**src/rtl/alu_issue_stage.sv**
```systemverilog
// Issue stage feeding alu_32bit: decodes MIPS ALU instructions, resolves one writeback
// forwarding path at acceptance, and buffers up to two operations in a valid/ready FIFO.
module alu_issue_stage #(
    parameter int unsigned DEPTH = 2
) (
    input  logic        clk,
    input  logic        rst_n,
    input  logic        flush,
    input  logic        in_valid,
    output logic        in_ready,
    input  logic [5:0]  in_opcode,
    input  logic [5:0]  in_funct,
    input  logic [15:0] in_imm,
    input  logic [4:0]  in_rs_idx,
    input  logic [4:0]  in_rt_idx,
    input  logic [31:0] in_rs_val,
    input  logic [31:0] in_rt_val,
    input  logic        fwd_valid,
    input  logic [4:0]  fwd_idx,
    input  logic [31:0] fwd_data,
    output logic        out_valid,
    input  logic        out_ready,
    output logic [31:0] out_a,
    output logic [31:0] out_b,
    output logic [2:0]  out_oper,
    output logic        out_illegal,
    output logic [15:0] issue_count
);

    localparam logic [2:0] OpAnd = 3'b000;
    localparam logic [2:0] OpOr  = 3'b001;
    localparam logic [2:0] OpAdd = 3'b010;
    localparam logic [2:0] OpSub = 3'b110;
    localparam logic [2:0] OpSlt = 3'b111;
    localparam logic [2:0] OpSll = 3'b101;

    logic [31:0] a_q    [DEPTH];
    logic [31:0] b_q    [DEPTH];
    logic [2:0]  oper_q [DEPTH];
    logic        ill_q  [DEPTH];

    logic [1:0]  count_q, count_d;
    logic        wr_ptr_q, wr_ptr_d;
    logic        rd_ptr_q, rd_ptr_d;
    logic        ready_q, ready_d;
    logic [15:0] issue_count_q, issue_count_d;

    logic        push, pop;
    logic [31:0] rs_eff, rt_eff;
    logic [31:0] dec_a, dec_b;
    logic [2:0]  dec_oper;
    logic        dec_ill;

    // Forwarding and decode of the instruction currently offered upstream.
    always_comb begin
        rs_eff = in_rs_val;
        rt_eff = in_rt_val;
        if (fwd_valid && (fwd_idx == in_rs_idx) && (in_rs_idx != 5'd0)) rs_eff = fwd_data;
        if (fwd_valid && (fwd_idx == in_rt_idx) && (in_rt_idx != 5'd0)) rt_eff = fwd_data;

        dec_oper = OpAnd;
        dec_a    = 32'd0;
        dec_b    = 32'd0;
        dec_ill  = 1'b1;
        case (in_opcode)
            6'b000000: begin
                case (in_funct)
                    6'b100100: begin dec_oper = OpAnd; dec_ill = 1'b0; end
                    6'b100101: begin dec_oper = OpOr;  dec_ill = 1'b0; end
                    6'b100000: begin dec_oper = OpAdd; dec_ill = 1'b0; end
                    6'b100010: begin dec_oper = OpSub; dec_ill = 1'b0; end
                    6'b101010: begin dec_oper = OpSlt; dec_ill = 1'b0; end
                    default: ;
                endcase
                if (!dec_ill) begin
                    dec_a = rs_eff;
                    dec_b = rt_eff;
                end
                // The ALU only shifts by one, so any other shamt is undecodable.
                if ((in_funct == 6'b000000) && (in_imm[10:6] == 5'd1)) begin
                    dec_oper = OpSll;
                    dec_a    = rt_eff;
                    dec_b    = 32'd0;
                    dec_ill  = 1'b0;
                end
            end
            6'b001000: begin
                dec_oper = OpAdd;
                dec_a    = rs_eff;
                dec_b    = {{16{in_imm[15]}}, in_imm};
                dec_ill  = 1'b0;
            end
            6'b001010: begin
                dec_oper = OpSlt;
                dec_a    = rs_eff;
                dec_b    = {{16{in_imm[15]}}, in_imm};
                dec_ill  = 1'b0;
            end
            6'b001100: begin
                dec_oper = OpAnd;
                dec_a    = rs_eff;
                dec_b    = {16'd0, in_imm};
                dec_ill  = 1'b0;
            end
            6'b001101: begin
                dec_oper = OpOr;
                dec_a    = rs_eff;
                dec_b    = {16'd0, in_imm};
                dec_ill  = 1'b0;
            end
            default: ;
        endcase
    end

    assign push = in_valid && ready_q && !flush;
    assign pop  = out_valid && out_ready && !flush;

    always_comb begin
        count_d       = count_q;
        wr_ptr_d      = wr_ptr_q;
        rd_ptr_d      = rd_ptr_q;
        issue_count_d = issue_count_q;
        if (flush) begin
            count_d  = 2'd0;
            wr_ptr_d = 1'b0;
            rd_ptr_d = 1'b0;
        end else begin
            if (push) wr_ptr_d = ~wr_ptr_q;
            if (pop) begin
                rd_ptr_d      = ~rd_ptr_q;
                issue_count_d = issue_count_q + 16'd1;
            end
            case ({push, pop})
                2'b10:   count_d = count_q + 2'd1;
                2'b01:   count_d = count_q - 2'd1;
                default: count_d = count_q;
            endcase
        end
        // Registered so that in_ready has no path from out_ready and stays low in reset.
        ready_d = (count_d != 2'd2);
    end

    always_ff @(posedge clk or negedge rst_n) begin
        if (!rst_n) begin
            count_q       <= 2'd0;
            wr_ptr_q      <= 1'b0;
            rd_ptr_q      <= 1'b0;
            ready_q       <= 1'b0;
            issue_count_q <= 16'd0;
            for (int i = 0; i < DEPTH; i++) begin
                a_q[i]    <= 32'd0;
                b_q[i]    <= 32'd0;
                oper_q[i] <= 3'd0;
                ill_q[i]  <= 1'b0;
            end
        end else begin
            count_q       <= count_d;
            wr_ptr_q      <= wr_ptr_d;
            rd_ptr_q      <= rd_ptr_d;
            ready_q       <= ready_d;
            issue_count_q <= issue_count_d;
            if (push) begin
                a_q[wr_ptr_q]    <= dec_a;
                b_q[wr_ptr_q]    <= dec_b;
                oper_q[wr_ptr_q] <= dec_oper;
                ill_q[wr_ptr_q]  <= dec_ill;
            end
        end
    end

    assign in_ready    = ready_q;
    assign out_valid   = (count_q != 2'd0);
    assign out_a       = a_q[rd_ptr_q];
    assign out_b       = b_q[rd_ptr_q];
    assign out_oper    = oper_q[rd_ptr_q];
    assign out_illegal = ill_q[rd_ptr_q];
    assign issue_count = issue_count_q;

endmodule

```
**config.mk**
```make
export PLATFORM = sky130hd
export DESIGN_NAME = alu_issue_stage
export DESIGN_NICKNAME = d
export VERILOG_FILES = /design/src/rtl/alu_issue_stage.sv
export SDC_FILE = /design/constraint.sdc
export NUM_CORES = 1
export LEC_CHECK = 0
export CORE_MARGIN = 2
export CORE_UTILIZATION = 53
export CTS_CLUSTER_DIAMETER = 150
export CTS_CLUSTER_SIZE = 30
export DETAILED_ROUTE_END_ITERATION = 12
export PLACE_DENSITY = 0.87
export SYNTH_ARGS = -nofsm -noshare
export SYNTH_HDL_FRONTEND = slang
export SYNTH_SLANG_ARGS = --single-unit
```
**constraint.sdc**
```tcl
create_clock -name clk -period 3.2 [get_ports clk]
set_input_delay 0.64 -clock clk [delete_from_list [all_inputs] [get_ports clk]]
set_output_delay 0.64 -clock clk [all_outputs]
set_load 0.02 [all_outputs]
```
==> out/metrics.csv <==
stage;metric;value;unit
clock_tree;htree depth;4;
synth;Synth Instances;848;
layout;final design utilization;73.8;%
power_and_ir_drop;power per cell area;539;nW/µm²
placement;RD Place Congestion;0.852;
sta;hold slack;0.208;ns
sta;Period Utilization, post-route;92.1;%
placement;DP Wirelength;18200;µm
power_and_ir_drop;Pwr Total;6.28;mW
power_and_ir_drop;Pleak;4.67;nW
layout;Layout Nets;1207;
drt;drt wl/cell;20.5;µm
synth;ys async rst share;100;%
sta;Slew Limit Fails;0;
synth;synthesized area per cell;10.0;µm²
synth;post-synthesis sequential area ratio;46.1;%
critical_path;CP endpoint kind;output port;
synth;largest area contributor in the netlist;dfrtp_1;
clock_tree;clock-pin slew on the worst setup and hold paths;0.06;ns
layout;P&R area growth vs syn;36.7;%
layout;commonest non-fill, non-tap cells in the layout;clkdlybuf4s50_1, dfrtp_1, nand2_1, mux2i_1, nor2_1;
synth;mux contribution to synthesized area;18.6;%
drt;Post-DRT Antenna Nets;0;
floorplan;io pins;231;
sta;Fmax;0.339;GHz
synth;number of synthesized flops with an enable pin;0;
floorplan;area of the core;15800;µm²
synth;share of the synthesized area in the top cell type;46.1;%
clock_tree;Hold-fix buffers, CTS;0;
floorplan;chip width;131;µm
drt;Post-route DRC;0;
critical_path;Crit Path Class;reg -> out;
sta;Worst-Margin Slew;0.673;ns
synth;largest family of logic cells by synthesized area;multiplexers;
synth;post-synthesis net count;995;
global_route;initial antenna violation count;0;
sta;setup_tns;0;ns
placement;PortBufs;230;
critical_path;CP Max Fanout;20;
floorplan;Die Span Y;131;µm
layout;commonest non-fill, non-tap cell in the layout;clkdlybuf4s50_1;
drt;Via Count;7844;
synth;Synth cell types;38;
sta;Tmin final;2.95;ns
job;Max-Cap Viols;0;
layout;layout cell share with drive strength beyond 1;13.0;%
layout;# diodes;0;
clock_tree;Sink Count;157;
synth;Synth Area in Simple Gates;13.0;%
global_route;vias in the first global route;7888;
floorplan;Initial Util;54.0;%
synth;largest cells by area after synthesis;dfrtp_1, mux2i_1, mux2_2;
floorplan;Core Rows;46;
clock_tree;root buf cell;clkbuf_16;
sta;worst relative slew slack;55.1;%
synth;Mapped Area;8510;µm²
floorplan;DIE AREA;17100;µm²
drt;drt total wl;26400;µm
sta;number of setup violations in the final report;0;
global_route;GRT overflow;0;
clock_tree;Num CTS Buffers;17;
global_route;first-pass GRT wire length;41500;µm
power_and_ir_drop;maximum vdd drop;382;µV
clock_tree;post-CTS setup buffer count;0;
synth;top_reg_cell synth;dfrtp_1;
critical_path;Worst setup SP type;flip-flop;
clock_tree;Clock Path Buffers;2;
critical_path;CP startpoint;rd_ptr_q;
clock_tree;later-pin clock latency in the skew report;0.43;ns
drt;Iter 0 DRT Violations;652;
synth;Yosys reg bits;157;
clock_tree;TritonCTS clock tree;built;
drt;via-per-instance ratio;6.09;
synth;xor/xnor share of the synthesized area;2.78;%
synth;Synth Area in Adders;0.294;%
sta;Hold Vio Cnt, Final;0;
sta;clk_skew;0.00640;ns
sta;RSZ-0062 raised after global routing;no;
status;status;completed;
clock_tree;Post-CTS Resized;0;
global_route;largest net degree at the start of global routing;72;
synth;complex-gate fraction of the synthesized area;14.1;%
drt;Pre-antenna DRT Iters;5;
worst_hold_path;worst hold path class;in -> async;
critical_path;Arrival @ worst endpoint;2.31;ns
critical_path;worst path required time;2.56;ns
global_route;GR Util All Layers;31.7;%
synth;YS warnings;0;
critical_path;RR Startpoint;count_q[0];
final cells by class:
class / count / area (µm²)
Inverter: 35 / 131
Sequential cell: 157 / 3930
Clock buffer: 23 / 458
Clock inverter: 8 / 92.6
Fill cell: 1123 / 4130
Tap cell: 216 / 270
Timing Repair Buffer: 258 / 2560
Multi-Input combinational cell: 591 / 4190
per-layer routing:
layer | vias up | wire length (µm) | track usage [%]
li1 | 3495 | - | -
met1 | 3843 | 10600 | 41.1
met2 | 436 | 12700 | 51.8
met3 | 70 | 2100 | 6.03
met4 | 0 | 925 | 14.3
met5 | - | 0 | 0
worst max-delay path, cell delays in order, from the launching register on:
cell	delay [ns]
dfrtp_4	0.63
buf_4	0.31
mux2_2	0.39
clkdlybuf4s50_1	0.54
final timing paths:
path,cells past startpoint,slack [ns],to
setup / recovery,3,0.25,out_a[0]
min in group clk,1,0.47,issue_count[15]
hold reg to reg,1,0.47,issue_count[15]
max in group asynchronous,2,2.15,b_q[16]
hold / removal,1,0.21,a_q[26]
setup reg to reg,6,1.03,in_ready
flip-flops by register name (all words and copies together), names as in the netlist:
name         flops
a_q             64
wr_ptr_q         1
b_q             64
issue_count     16
ill_q            2
rd_ptr_q         1
in_ready         1
count_q          2
oper_q           6
Yosys cell counts (2+ instances only):
master	count
a211oi_1	32
a211oi_2	2
a21oi_1	5
a21oi_4	2
a31oi_1	33
and3_1	6
and4_1	3
buf_1	11
buf_2	11
buf_4	8
clkbuf_1	34
dfrtp_1	157
ha_1	2
inv_1	34
mux2_2	69
mux2i_1	81
nand2_1	104
nand3_1	7
nand4_1	4
nor2_1	82
nor2b_1	4
nor3_1	32
nor4_1	3
nor4bb_1	2
o21ai_0	14
o221ai_1	64
o41ai_1	2
or2_2	3
or3_1	3
xnor2_1	21
xor2_1	6
where the power goes:
group          total (mW)  leakage, nW  internal (mW)  switching, mW
registers            2.55         2.04           2.33          0.218
clock network        1.94        0.271           1.16          0.785
logic                1.79         2.36          0.896          0.891
total                6.28         4.67           4.38           1.89
kinds of logic (layout without fill, tap and decap cells):
family / after synthesis / in the layout
AND/OR/NAND/NOR: 256 / 256
flip-flops: 157 / 157
AO/OA/AOI/OAI: 156 / 156
multiplexers: 150 / 150
buffers and inverters: 100 / 324
XOR/XNOR: 27 / 27
adder cells (fa/ha/maj): 2 / 2
metrics by stage:
stage / area [µm²] / setup WS, ns / cells
final: 11600 / 0.252 / 1288
after global routing: 11600 / 0.205 / 1288
after CTS: 11600 / 0.262 / 1288
after detailed placement: 11100 / 0.321 / 1257
after global placement: 11100 / 0.414 / 1257
after floorplan: 8510 / 1.07 / 848
Power figures use the tool's default switching activity.
